$ cat src/rtl/sdrd_seq_pkg.sv
// Shared widths, field positions, state encoding and ICB command payload
// for the sdrd multi-sector read sequencer.
package sdrd_seq_pkg;

  localparam int unsigned ADDR_W       = 32;
  localparam int unsigned DATA_W       = 32;
  localparam int unsigned MASK_W       = 4;
  localparam int unsigned SEC_W        = 32;
  localparam int unsigned CNT_W        = 16;
  localparam int unsigned BIDX_W       = 9;
  localparam int unsigned POLL_W       = 24;
  localparam int unsigned SETTLE_W     = 16;
  localparam int unsigned ERR_W        = 2;

  // sdrd read data fields
  localparam int unsigned RSP_BUSY_BIT = 24;
  localparam int unsigned RSP_BYTE_LSB = 0;

  localparam logic [ERR_W-1:0] ERR_NONE = 2'd0;
  localparam logic [ERR_W-1:0] ERR_RSP  = 2'd1;
  localparam logic [ERR_W-1:0] ERR_TMO  = 2'd2;

  typedef enum logic [3:0] {
    S_IDLE   = 4'd0,
    S_WSEC   = 4'd1,
    S_SETTLE = 4'd2,
    S_PCMD   = 4'd3,
    S_PRSP   = 4'd4,
    S_RCMD   = 4'd5,
    S_RRSP   = 4'd6,
    S_PUSH   = 4'd7,
    S_NSEC   = 4'd8,
    S_DONE   = 4'd9,
    S_ERR    = 4'd10
  } state_t;

  typedef struct packed {
    logic [ADDR_W-1:0] addr;
    logic              read;
    logic [DATA_W-1:0] wdata;
    logic [MASK_W-1:0] wmask;
  } icb_cmd_t;

  // Buffer byte carried in an sdrd read response
  function automatic logic [7:0] rsp_byte(input logic [DATA_W-1:0] rdata);
    return rdata[RSP_BYTE_LSB +: 8];
  endfunction

endpackage

$ cat src/rtl/sdrd_byte_pack.sv
// Little-endian 4-byte pack register: writes byte_in into lane, clr zeroes the word.
// Ports: clk, rst_n, clr, wr_en, lane[1:0], byte_in[7:0] -> word[31:0]
module sdrd_byte_pack
  import sdrd_seq_pkg::*;
(
  input  logic              clk,
  input  logic              rst_n,
  input  logic              clr,
  input  logic              wr_en,
  input  logic [1:0]        lane,
  input  logic [7:0]        byte_in,
  output logic [DATA_W-1:0] word
);

  always_ff @(posedge clk or negedge rst_n) begin
    if (!rst_n) begin
      word <= '0;
    end else if (clr) begin
      word <= '0;
    end else if (wr_en) begin
      word[{lane, 3'b000} +: 8] <= byte_in;
    end
  end

endmodule

$ cat src/rtl/sdrd_seq.sv
// Multi-sector read sequencer: ICB master on sdrd that writes the sector number,
// polls busy, reads the 512 buffer bytes and streams them as packed 32-bit words.
// Ports: start/start_sector/sector_cnt/dst_base config; busy/done/err status;
//        m_cmd_*/m_rsp_* ICB master; wr_valid/wr_ready/wr_addr/wr_data word stream.
module sdrd_seq
  import sdrd_seq_pkg::*;
#(
  parameter logic [ADDR_W-1:0] SDRD_BASE  = 32'h0000_0000,
  parameter int unsigned       SETTLE_CYC = 16,
  parameter logic [POLL_W-1:0] POLL_MAX   = 24'hFF_FFFF
) (
  input  logic              clk,
  input  logic              rst_n,
  input  logic              start,
  input  logic [SEC_W-1:0]  start_sector,
  input  logic [CNT_W-1:0]  sector_cnt,
  input  logic [ADDR_W-1:0] dst_base,
  output logic              busy,
  output logic              done,
  output logic [ERR_W-1:0]  err,
  output logic              m_cmd_valid,
  input  logic              m_cmd_ready,
  output logic [ADDR_W-1:0] m_cmd_addr,
  output logic              m_cmd_read,
  output logic [DATA_W-1:0] m_cmd_wdata,
  output logic [MASK_W-1:0] m_cmd_wmask,
  input  logic              m_rsp_valid,
  output logic              m_rsp_ready,
  input  logic              m_rsp_err,
  input  logic [DATA_W-1:0] m_rsp_rdata,
  output logic              wr_valid,
  input  logic              wr_ready,
  output logic [ADDR_W-1:0] wr_addr,
  output logic [DATA_W-1:0] wr_data
);

  state_t              state_q, state_d;
  logic [SEC_W-1:0]    sec_cur_q, sec_cur_d;
  logic [CNT_W-1:0]    sec_idx_q, sec_idx_d;
  logic [CNT_W-1:0]    cnt_q, cnt_d;
  logic [ADDR_W-1:0]   dst_q, dst_d;
  logic [BIDX_W-1:0]   byte_idx_q, byte_idx_d;
  logic [POLL_W-1:0]   poll_cnt_q, poll_cnt_d;
  logic [SETTLE_W-1:0] settle_q, settle_d;
  logic [ERR_W-1:0]    err_d;
  logic                done_d;
  logic                cmd_valid_d;
  icb_cmd_t            cmd_q, cmd_d;
  logic                wr_valid_d;
  logic [ADDR_W-1:0]   wr_addr_d;
  logic                pack_clr_c;
  logic                pack_wr_c;
  logic [DATA_W-1:0]   pack_word;
  logic                unused_c;

  // Response bits other than busy/byte and the word-aligning address bits are don't-care
  assign unused_c = ^{m_rsp_rdata[31:25], m_rsp_rdata[23:8], dst_base[1:0]};

  assign m_rsp_ready = 1'b1;
  assign m_cmd_addr  = cmd_q.addr;
  assign m_cmd_read  = cmd_q.read;
  assign m_cmd_wdata = cmd_q.wdata;
  assign m_cmd_wmask = cmd_q.wmask;
  assign wr_data     = pack_word;

  sdrd_byte_pack u_pack (
    .clk     (clk),
    .rst_n   (rst_n),
    .clr     (pack_clr_c),
    .wr_en   (pack_wr_c),
    .lane    (byte_idx_q[1:0]),
    .byte_in (rsp_byte(m_rsp_rdata)),
    .word    (pack_word)
  );

  // Next state, datapath updates, and next values of the registered outputs
  always_comb begin
    state_d     = state_q;
    sec_cur_d   = sec_cur_q;
    sec_idx_d   = sec_idx_q;
    cnt_d       = cnt_q;
    dst_d       = dst_q;
    byte_idx_d  = byte_idx_q;
    poll_cnt_d  = poll_cnt_q;
    settle_d    = settle_q;
    err_d       = err;
    done_d      = 1'b0;
    pack_clr_c  = 1'b0;
    pack_wr_c   = 1'b0;
    cmd_valid_d = 1'b0;
    cmd_d       = '0;
    wr_valid_d  = 1'b0;
    wr_addr_d   = '0;

    case (state_q)
      S_IDLE: begin
        if (start) begin
          err_d = ERR_NONE;
          if (sector_cnt == '0) begin
            done_d = 1'b1;
          end else begin
            sec_cur_d  = start_sector;
            sec_idx_d  = '0;
            cnt_d      = sector_cnt;
            dst_d      = {dst_base[ADDR_W-1:2], 2'b00};
            poll_cnt_d = '0;
            state_d    = S_WSEC;
          end
        end
      end
      S_WSEC: begin
        if (m_cmd_ready) begin
          settle_d = '0;
          state_d  = S_SETTLE;
        end
      end
      S_SETTLE: begin
        // The sector-write response lands in this window
        if (m_rsp_valid && m_rsp_err) begin
          err_d   = ERR_RSP;
          done_d  = 1'b1;
          state_d = S_ERR;
        end else if (settle_q == SETTLE_W'(SETTLE_CYC - 1)) begin
          state_d = S_PCMD;
        end else begin
          settle_d = settle_q + SETTLE_W'(1);
        end
      end
      S_PCMD: begin
        if (m_cmd_ready) state_d = S_PRSP;
      end
      S_PRSP: begin
        if (m_rsp_valid) begin
          if (m_rsp_err) begin
            err_d   = ERR_RSP;
            done_d  = 1'b1;
            state_d = S_ERR;
          end else if (m_rsp_rdata[RSP_BUSY_BIT]) begin
            poll_cnt_d = poll_cnt_q + POLL_W'(1);
            if (poll_cnt_d == POLL_MAX) begin
              err_d   = ERR_TMO;
              done_d  = 1'b1;
              state_d = S_ERR;
            end else begin
              state_d = S_PCMD;
            end
          end else begin
            byte_idx_d = '0;
            pack_clr_c = 1'b1;
            state_d    = S_RCMD;
          end
        end
      end
      S_RCMD: begin
        if (m_cmd_ready) state_d = S_RRSP;
      end
      S_RRSP: begin
        if (m_rsp_valid) begin
          if (m_rsp_err) begin
            err_d   = ERR_RSP;
            done_d  = 1'b1;
            state_d = S_ERR;
          end else begin
            pack_wr_c = 1'b1;
            if (byte_idx_q[1:0] == 2'd3) begin
              state_d = S_PUSH;
            end else begin
              byte_idx_d = byte_idx_q + BIDX_W'(1);
              state_d    = S_RCMD;
            end
          end
        end
      end
      S_PUSH: begin
        if (wr_ready) begin
          if (byte_idx_q == '1) begin
            state_d = S_NSEC;
          end else begin
            byte_idx_d = byte_idx_q + BIDX_W'(1);
            state_d    = S_RCMD;
          end
        end
      end
      S_NSEC: begin
        sec_idx_d = sec_idx_q + CNT_W'(1);
        sec_cur_d = sec_cur_q + SEC_W'(1);
        if (sec_idx_d == cnt_q) begin
          done_d  = 1'b1;
          state_d = S_DONE;
        end else begin
          poll_cnt_d = '0;
          state_d    = S_WSEC;
        end
      end
      S_DONE:  state_d = S_IDLE;
      S_ERR:   state_d = S_IDLE;
      default: state_d = S_IDLE;
    endcase

    // ICB command and word-stream outputs are registered from the next state
    cmd_valid_d = (state_d == S_WSEC) || (state_d == S_PCMD) || (state_d == S_RCMD);
    case (state_d)
      S_WSEC: begin
        cmd_d.addr  = SDRD_BASE;
        cmd_d.wdata = sec_cur_d;
        cmd_d.wmask = 4'hF;
      end
      S_PCMD: begin
        cmd_d.addr = SDRD_BASE;
        cmd_d.read = 1'b1;
      end
      S_RCMD: begin
        cmd_d.addr = SDRD_BASE + ADDR_W'({byte_idx_d, 2'b00});
        cmd_d.read = 1'b1;
      end
      default: ;
    endcase

    wr_valid_d = (state_d == S_PUSH);
    if (wr_valid_d) begin
      wr_addr_d = dst_q + (ADDR_W'(sec_idx_d) << 9) + ADDR_W'({byte_idx_d[8:2], 2'b00});
    end
  end

  // State and registered outputs
  always_ff @(posedge clk or negedge rst_n) begin
    if (!rst_n) begin
      state_q     <= S_IDLE;
      sec_cur_q   <= '0;
      sec_idx_q   <= '0;
      cnt_q       <= '0;
      dst_q       <= '0;
      byte_idx_q  <= '0;
      poll_cnt_q  <= '0;
      settle_q    <= '0;
      busy        <= 1'b0;
      done        <= 1'b0;
      err         <= ERR_NONE;
      m_cmd_valid <= 1'b0;
      cmd_q       <= '0;
      wr_valid    <= 1'b0;
      wr_addr     <= '0;
    end else begin
      state_q     <= state_d;
      sec_cur_q   <= sec_cur_d;
      sec_idx_q   <= sec_idx_d;
      cnt_q       <= cnt_d;
      dst_q       <= dst_d;
      byte_idx_q  <= byte_idx_d;
      poll_cnt_q  <= poll_cnt_d;
      settle_q    <= settle_d;
      busy        <= (state_d != S_IDLE);
      done        <= done_d;
      err         <= err_d;
      m_cmd_valid <= cmd_valid_d;
      cmd_q       <= cmd_d;
      wr_valid    <= wr_valid_d;
      wr_addr     <= wr_addr_d;
    end
  end

endmodule
$ cat config.mk
export PLATFORM = sky130hd
export DESIGN_NAME = sdrd_seq
export DESIGN_NICKNAME = d
export VERILOG_FILES = /design/src/rtl/sdrd_seq_pkg.sv /design/src/rtl/sdrd_byte_pack.sv /design/src/rtl/sdrd_seq.sv
export SDC_FILE = /design/constraint.sdc
export NUM_CORES = 1
export LEC_CHECK = 0
export BUFFER_PORTS_ARGS = -buffer_cell sky130_fd_sc_hd__buf_4
export CAP_MARGIN = 15
export CORE_MARGIN = 4
export CORE_UTILIZATION = 55
export DETAILED_ROUTE_END_ITERATION = 7
export PLACE_DENSITY = 0.8
export SETUP_SLACK_MARGIN = 0.4
export SKIP_LAST_GASP = 1
export SLEW_MARGIN = 15
export SYNTH_ARGS = -nofsm -noshare
export SYNTH_HDL_FRONTEND = slang
export SYNTH_SLANG_ARGS = --single-unit
$ cat constraint.sdc
create_clock -name clk -period 6.1 [get_ports clk]
set_clock_uncertainty 0.15 [all_clocks]
set_input_delay 0.915 -clock clk [delete_from_list [all_inputs] [get_ports clk]]
set_output_delay 0.915 -clock clk [all_outputs]
set_load 0.05 [all_outputs]
* Yosys cells after proc, flatten, opt, wreduce, memory -nomap -nowiden
Index checks and enable logic that the tools add are counted.
Cells by class: add/subtract/negate cells 8, equality and inequality tests 31, shifts and indexed selects 2, mux-type cells 78, bitwise logic cells 1, reduce and logical (&&, ||, !) cells 15
Operators with widths (number):
- 2-to-1 mux 32 bit | 5
- 2-to-1 mux 24 bit | 6
- 2-to-1 mux 16 bit | 5
- 2-to-1 mux 9 bit | 8
- case mux 24 bit (3 select lines) | 1
- 2-to-1 mux 4 bit | 16
- case mux 16 bit (2 select lines) | 2
- case mux 32 bit (2 select lines) | 1
- 2-to-1 mux 36 bit | 1
- case mux 4 bit (9 select lines) | 1
- adder 16 x 1 -> 16 bit (second input constant) | 2
- adder 32 x 1 -> 32 bit (second input constant) | 1
- adder 32 x 25 -> 32 bit | 1
- adder 32 x 9 -> 32 bit | 1
- bitwise mux 32 bit | 1
- variable shift 8 x 7 -> 32 bit (first input constant) | 1
- variable part select 8 x 7 -> 32 bit | 1
- case mux 9 bit (3 select lines) | 1
- adder 24 x 1 -> 24 bit (second input constant) | 1
- equality test 24 bit (second input constant) | 1
- equality test 4 x 3 -> 1 bit (second input constant) | 6
- != test 2 bit (second input constant) | 12
- 2-to-1 mux 1 bit | 18
- 2-to-1 mux 2 bit | 9
- 26 further kinds | 33
Storage, ports and cells: register bits 286, output and inout bits 140

* Logic depth before layout (Yosys ltp)
Gate-level depths: netlist of the first run.
depth after elaboration 10, gate-level depth with buffers 21

* Cells and area by module
A second synthesis of the first run with hierarchy kept.
Second synthesis, totals: cells, all modules 1548, area total of the unflattened synthesis 13983.4 um2
Modules (own cells, without submodules):
- sdrd_seq | instances 1, cells each 1434, area an instance 12519.5 um2, seq. area each 5655.4 um2
- sdrd_byte_pack | instances 1, cells each 114, area an instance 1463.9 um2, seq. area each 800.8 um2

* Worst setup path before layout of the first run
OpenSTA, ideal clock, no wires.
kind input to register, start input port sector_cnt[10], end register wr_addr[30], setup time 0.118 ns, data arrival time 4.420 ns, setup slack 1.412 ns, stages 18, buffers on the path 3, cell sequence nor4_1 > nand4_1 > a21oi_1 > nand2b_1 > buf_2 > clkbuf_1 > o21ai_0 > o31ai_1 > ha_1 > clkbuf_1 > and4_1 > and2_1 > a221o_1 > a21o_1 > a41o_1 > a41oi_1 > xor2_1 > nor2_1
Between the ends: cells in the longest elaborated chain, start to end 7, elaborated cells on any way between the ends 11, classes of those cells add/sub (2); eq/ne (1); mux (7); reduce/logical (1)
Ends and longest elaborated chain:
- from (decl) | line sdrd_seq.sv:16 | input logic [CNT_W-1:0] sector_cnt,
- logical NOT 16 bit | line sdrd_seq.sv:99 | if (sector_cnt == '0) begin
- 2-to-1 mux 16 bit | line sdrd_seq.sv:99
- 2-to-1 mux 16 bit | line sdrd_seq.sv:97 | if (start) begin
- case mux 16 bit (2 select lines) | line sdrd_seq.sv:95 | case (state_q)
- net sec_idx_d[10] | line sdrd_seq.sv:39 | logic [CNT_W-1:0] sec_idx_q, sec_idx_d;
- adder 32 x 25 -> 32 bit | line sdrd_seq.sv:221 | wr_addr_d = dst_q + (ADDR_W'(sec_idx_d) << 9) + ADDR_W'({byte_idx_d[8:2], 2'b00});
- adder 32 x 9 -> 32 bit | line sdrd_seq.sv:221
- 2-to-1 mux 32 bit | line sdrd_seq.sv:220 | if (wr_valid_d) begin
- net wr_addr_d[30] | line sdrd_seq.sv:50 | logic [ADDR_W-1:0] wr_addr_d;
- to (signal assigned) | line sdrd_seq.sv:258 | wr_addr <= wr_addr_d;
- to (decl) | line sdrd_seq.sv:33 | output logic [ADDR_W-1:0] wr_addr,
The timed path passes the listed nets, and every way through them passes these cells. A chain may end at the register's enable or synchronous reset.

* Worst setup path after layout of the first run
start register byte_idx_q[0], end register wr_addr[31]
Between the ends: cells in the longest elaborated chain, start to end 7, elaborated cells on any way between the ends 18, classes of those cells add/sub (2); eq/ne (3); mux (13)
Ends and longest elaborated chain:
- from (decl) | line sdrd_seq.sv:42 | logic [BIDX_W-1:0] byte_idx_q, byte_idx_d;
- from (signal assigned) | line sdrd_seq.sv:249 | byte_idx_q <= byte_idx_d;
- adder 9 x 1 -> 9 bit / equality test 2 bit (equally long branches) | line sdrd_seq.sv:168, sdrd_seq.sv:179, sdrd_seq.sv:165
- 2-to-1 mux 9 bit | line sdrd_seq.sv:165 | if (byte_idx_q[1:0] == 2'd3) begin
- 2-to-1 mux 9 bit | line sdrd_seq.sv:159 | if (m_rsp_err) begin
- 2-to-1 mux 9 bit | line sdrd_seq.sv:158 | if (m_rsp_valid) begin
- case mux 9 bit (3 select lines) (*) | line sdrd_seq.sv:95
- net byte_idx_d[3] | line sdrd_seq.sv:42
- adder 32 x 9 -> 32 bit (*) | line sdrd_seq.sv:221
- 2-to-1 mux 32 bit (*) | line sdrd_seq.sv:220
- net wr_addr_d[31] | line sdrd_seq.sv:50
The timed path passes the listed nets; every way through them passes the cells marked *.

==> flow_summary.json, run 1 <==
{
  "clock_latency_ns": 0.55,
  "grt.overflow.total": 0,
  "hold_buffers": 0,
  "ff2ff_setup_slack_ns": 1.01,
  "io_pins": 259,
  "grt_max_degree": 105,
  "worst_slew_pin_slew_ns": 1.09,
  "synth-async-reset-ratio_pct": 100,
  "finalHoldViolCount": 0,
  "nFillCells": 1999,
  "syn_avg_cell_area_um2": 9.12,
  "via_per_inst": 5.98,
  "pre_cts_ws_ns": 0.741,
  "gp_congestion": 0.923,
  "ys_seq_area_share_pct": 46.8,
  "synth_compound_area_share_pct": 16.6,
  "synth_top_family_by_area": "simple AND/OR/NAND/NOR gates",
  "initial_core_util_pct": 56.2,
  "synth_area_leaders": "dfrtp_1 (47%), nand2_1 (7.3%), o21ai_0 (4.0%)",
  "numCtsBuffers": 29,
  "cts_setup_buffers": 0,
  "drv_cap": 0,
  "drt_pass1_iterations": 6,
  "synthDistinctLibCells": 90,
  "synth_simple_gate_area_share_pct": 23.9,
  "fp.dieW_um": 166,
  "synth_common_cells": "nand2_1 (269), dfrtp_1 (258), nor2_1 (113), o21ai_0 (110), a21oi_1 (69)",
  "crit_type": "flip-flop to flip-flop",
  "ir_worst_vdd_mv": 0.242,
  "p_leak_uw": 0.00779,
  "reg2reg_from": "byte_idx_q[0]",
  "synth_top_area_cell": "dfrtp_1",
  "cts_tree": "done",
  "synth_ff_type": "dfrtp_1",
  "nNetsFinal": 1834,
  "switching_share_pct": 40.2,
  "ctsResizeCount": 0,
  "totalNegativeSetupSlack_ns": 0,
  "coreArea_um2": 24500,
  "rsz0062_at_grt": "false",
  "synthAdderAreaFrac_pct": 3.41,
  "layout-drive-gt1-share_pct": 17.7,
  "relSlewSlack_pct": 26.9,
  "timing.fmax_ghz": 0.197,
  "dp_hpwl_um": 25700,
  "num_rows": 57,
  "num_vias": 12100,
  "routedWlPerCell_um": 18.1,
  "setup_ws_ns": 1.01,
  "crit_arrival_ns": 5.38,
  "grt_pass1_wl_um": 59500,
  "synth_edf_count": 0,
  "numPortBuffers": 207,
  "cts_root_buf": "clkbuf_16",
  "p_comb_share_pct": 36.8,
  "start_kind": "flip-flop",
  "cts_max_level": 1,
  "finalSetupViolations": 0,
  "status": "complete, no violations",
  "die_h_um": 166,
  "end_kind": "flip-flop",
  "ant_nets": 0,
  "syn_inst": 1513,
  "antenna_found_initial": 0,
  "synth_area_um2": 13800,
  "synth_most_common_cell": "nand2_1",
  "synth_xor_area_share_pct": 3.68,
  "cts.clk_slew.worst_paths_ns": 0.07,
  "ys_ff_latch": 258,
  "fp.dieArea_um2": 27700,
  "seqPwrFrac_pct": 36.4,
  "wl_um": 36600,
  "finalMaxSlewViolations": 0,
  "path_max_fanout": 8,
  "n_antenna_cell": 0,
  "power_uw": 6780,
  "p_int_uw": 4050,
  "cts_buffer_depth": 3,
  "drc": 0,
  "grt_pass1_vias": 11700,
  "min_path_type": "input pin to asynchronous set/reset pin",
  "drt_iter0_drc": 1177,
  "p_switching_uw": 2730,
  "syn_to_final_growth_pct": 18.8,
  "fin_crit_ns": 5.09,
  "muxShareOfSynthArea_pct": 0.462,
  "grt_usage_pct": 25.4,
  "clock_power_share_pct": 26.8,
  "crit_start": "byte_idx_q[0]",
  "finalCritPeriodShare_pct": 83.4,
  "required_ns": 6.39,
  "powerDensity_nw_per_um2": 414,
  "cts.sinks": 258,
  "yosys_warnings": 0,
  "synth_top_area_share_pct": 46.8
}
-- area by class of cell --
class | instances | area [um2] | share of cell area [%]
multi-input cells | 1140 | 6740 | 41.1
flip-flops and latches | 258 | 6460 | 39.4
repair buffers | 219 | 1670 | 10.2
clock buffers | 40 | 827 | 5.05
well taps | 324 | 405 | 2.47
clock inverters | 13 | 180 | 1.10
inverters | 30 | 113 | 0.687
-- through the flow --
stage                     util [%]  hold slack (ns)  instance area [um2]  cells
after floorplan                  -            0.301                13900   1537
after global routing          66.8            0.338                16400   2024
after detailed placement      62.6            0.325                15400   1970
after CTS                     66.7            0.296                16400   2023
after global placement        62.6            0.317                15400   1970
final                         66.8            0.270                16400   2024
-- power groups by stage --
stage	combinational, uW	clock (uW)	sequential, uW
6_report	2490	1820	2470
5_1_grt	2730	1910	2520
4_1_cts	2480	1840	2460
3_5_place_dp	2460	0	2480
3_3_place_gp	2400	0	2470
2_1_floorplan	1510	0	2730
-- flip-flops by register name, summed over array words and instances, names as in the netlist, 16 cells and up --
name / cells
u_pack.word: 32
sec_idx_q: 16
m_cmd_wdata: 32
dst_q: 30
cnt_q: 16
poll_cnt_q: 24
settle_q: 16
wr_addr: 30
sec_cur_q: 32
-- path summary, 6_finish.rpt --
check / depth (start not counted) / to
setup / recovery: 18 / wr_addr[31]
hold / removal: 1 / err[0]
setup reg to reg: 18 / wr_addr[31]
hold reg to reg: 2 / dst_q[9]
max in group asynchronous: 2 / settle_q[9]
min in group clk: 2 / dst_q[9]
-- metal layers --
layer | share of wire (%) | track usage [%] | wire (um)
met1 | 42 | 33.9 | 15200
met2 | 50 | 43.7 | 18200
met3 | 6.1 | 3.76 | 2230
met4 | 2.6 | 6.72 | 955
met5 | 0 | 0 | 0
-- critical path, cell delays in order (launching register included) --
cell and delay [ns]:
dfrtp_1 0.47, ha_1 0.35, nand2_1 0.10, nor2_1 0.06, and4_1 0.24, ha_1 0.22, nand2b_1 0.17, nor2_1 0.27
o21ai_0 0.11, o21ai_0 0.56, ha_1 0.37, nand3_1 0.08, nand2_1 0.09, a31oi_1 0.46, o22ai_1 0.25, o21ai_0 0.38
a21oi_1 0.24, mux2i_1 0.17, nor4_1 0.24
-- cells in the final DEF (no fill, tap or decap), drive strengths merged, types with 20 or more instances in the layout --
cell type	n
nand2	269
dfrtp	258
buf	219
nor2	113
o21ai	113
a21oi	69
nand3	62
clkbuf	40
nor2b	38
ha	36
nand4	34
xor2	33
inv	31
a22o	27
conb	26
xnor2	25
and3	23
nor3	23
nor4	22
and4	21
a31oi	20
-- cell families after synthesis --
group                      count (synthesis)
and+or+nand+nor                          667
AOI/OAI and AO/OA                        346
DFF                                      258
buffers and inverters                    139
xor gates and xnor gates                  58
adders and majority gates                 37
muxes                                      6
other                                      2
No activity file was read; power rests on OpenSTA's default activity.
==> inputs of run 2 (changes only) <==
Settings changed: CORE_UTILIZATION 55 to 51, PLACE_DENSITY 0.8 to 0.78.
Clock period 6.1 ns to 4.2 ns, I/O delays scaled along.
==> run 2 against run 1 <==
Compared with the run above:
- sequential cell count did not move
- total power up 56%
- core utilization increased by 0.71 points
- sequential share of layout area shrank 3.0 points
- maximum frequency rose by 32%
- sequential power rose by 43%
- combinational power grew 78%
- final area increased by 8.6%
- hold slack got worse by 0.25 ns
- register-to-register slack lost 0.68 ns
- largest cell class unchanged
- largest power group unchanged
==> flow_summary.json, run 2 (same netlist as run 1, synthesis figures left out) <==
{
  "status": "complete, no violations",
  "wl_met2_um": 20500,
  "design_area_um2": 17800,
  "end_kind": "flip-flop",
  "layout-drive-gt1-share_pct": 27.9,
  "powerDensity_nw_per_um2": 595,
  "met3_length_um": 2640,
  "seqPwrFrac_pct": 33.4,
  "finalCritPeriodShare_pct": 92.1,
  "timing.fmax_ghz": 0.259,
  "coreArea_um2": 26400,
  "ir_worst_vdd_mv": 0.391,
  "cts_buffer_depth": 3,
  "layout_common_cells": "buf_4 (314), nand2_1 (265), dfrtp_1 (247)",
  "fin_crit_ns": 3.87,
  "cts_tree": "done",
  "grt_max_degree": 123,
  "nNetsFinal": 1939,
  "syn_to_final_growth_pct": 28.9,
  "slowest_stage": "dfrtp_1",
  "drt_pass1_iterations": 5,
  "cts.clk_slew.worst_paths_ns": 0.07,
  "rsz0062_at_grt": "true",
  "hold_buffers": 0,
  "power_uw": 10600,
  "numPortBuffers": 207,
  "numCtsBuffers": 29,
  "dp_hpwl_um": 27500,
  "initial_core_util_pct": 52.4,
  "cts.sinks": 258,
  "fp.dieArea_um2": 29800,
  "start_kind": "flip-flop",
  "gp_congestion": 0.898,
  "crit_type": "flip-flop to flip-flop",
  "worst_slew_pin_slew_ns": 0.969,
  "crit_chain": "or2_1 > or3_4 > a21oi_4 > nand2b_2 > o21ai_0 > o31ai_2 > ha_1 > and4_1 > and2_4 > a221o_1 > a21o_1 > a41o_4 > a41oi_2 > xor2_1 > nor2_1",
  "wl_um": 40800,
  "required_ns": 4.47,
  "switching_share_pct": 41.2,
  "drc": 0,
  "routedWlPerCell_um": 19.1,
  "io_pins": 259,
  "path_max_fanout": 5,
  "min_path_type": "input pin to asynchronous set/reset pin",
  "cts_max_level": 1,
  "finalHoldViolCount": 0,
  "slowest_delay_ns": 0.43,
  "antenna_found_initial": 0,
  "clock_latency_ns": 0.56,
  "p_int_uw": 6220,
  "crit_arrival_ns": 4.14,
  "relSlewSlack_pct": 35.3,
  "p_switching_uw": 4360,
  "fp.dieW_um": 172,
  "pre_cts_ws_ns": -0.0580,
  "grt_pass1_vias": 12400,
  "finalSetupViolations": 0,
  "n_antenna_cell": 0,
  "clock_power_share_pct": 24.6,
  "setup_ws_ns": 0.332,
  "p_leak_uw": 0.00836,
  "ant_nets": 0,
  "via_per_inst": 5.94,
  "grt.overflow.total": 0,
  "placed_area_um2": 16100,
  "mostFrequentLayoutCell": "buf_4",
  "cp_top_family": "compound AO/OA/AOI/OAI gates",
  "grt_usage_pct": 26.2,
  "topRoutingLayerUsed": "met4",
  "drv_cap": 0,
  "drt-met1-wl_um": 16600,
  "grt_pass1_wl_um": 63900,
  "num_vias": 12700,
  "cts_root_buf": "clkbuf_16",
  "num_rows": 59,
  "p_comb_share_pct": 42.0,
  "die_h_um": 172,
  "finalMaxSlewViolations": 0,
  "drt_iter0_drc": 1331,
  "totalNegativeSetupSlack_ns": 0,
  "hold-worst-slack_ns": 0.0239,
  "worst-path-buf-inv": 0
}
## run 2: worst paths after layout
path	start	endpoint	slack, ns	cells past startpoint
max	state_q[3]	wr_addr[28]	0.33	15
min	rst_n	u_pack.word[7]	0.02	1
max reg2reg	state_q[3]	wr_addr[28]	0.33	15
min reg2reg	dst_q[24]	dst_q[24]	0.33	2
max in group asynchronous	rst_n	dst_q[28]	2.86	2
min in group clk	dst_base[16]	dst_q[16]	0.12	3
## run 2: worst reg2reg max path, stage by stage, from the launching register on
cell and delay [ns]:
dfrtp_1 0.43, or2_1 0.25, or3_4 0.36, a21oi_4 0.15, nand2b_2 0.22, o21ai_0 0.14
o31ai_2 0.13, ha_1 0.32, and4_1 0.23, and2_4 0.15, a221o_1 0.34, a21o_1 0.20
a41o_4 0.27, a41oi_2 0.21, xor2_1 0.16, nor2_1 0.05
## run 2: through the flow
step                utilization (%)  std cells
finish                         67.5       2141
global route                   67.5       2141
CTS                            66.3       2127
detailed placement             60.9       2049
global placement               60.9       2049
floorplan                         -       1537
## run 2: what timing repair did
item	in CTS	in global routing
pin swaps	30	30
setup endpoints to repair	22	37
gates cloned	1	1
gates resized for setup	62	59
buffers inserted	23	13
## run 2: layer usage
metal  track usage [%]  vias up
met1              35.4     6219
met3              3.25       90
met5                 0        -
met2              44.8      536
li1                  -     5882
met4              7.35        0
## run 2: area by class of cell
cell class	instances	area, um2
fillers	2033	8560
multi-input cells	1142	7320
flip-flops and latches	258	6470
repair buffers	322	2480
clock buffers	37	816
well taps	335	419
clock inverters	17	175
inverters	30	113
## run 2: power groups by stage
stage | Combinational [uW] | Clock [uW] | Sequential [uW]
4_1_cts | 4240 | 2640 | 3510
3_3_place_gp | 3900 | 0 | 3520
2_1_floorplan | 2260 | 0 | 3970
3_5_place_dp | 4010 | 0 | 3530
6_report | 4440 | 2610 | 3540
5_1_grt | 4810 | 2750 | 3610
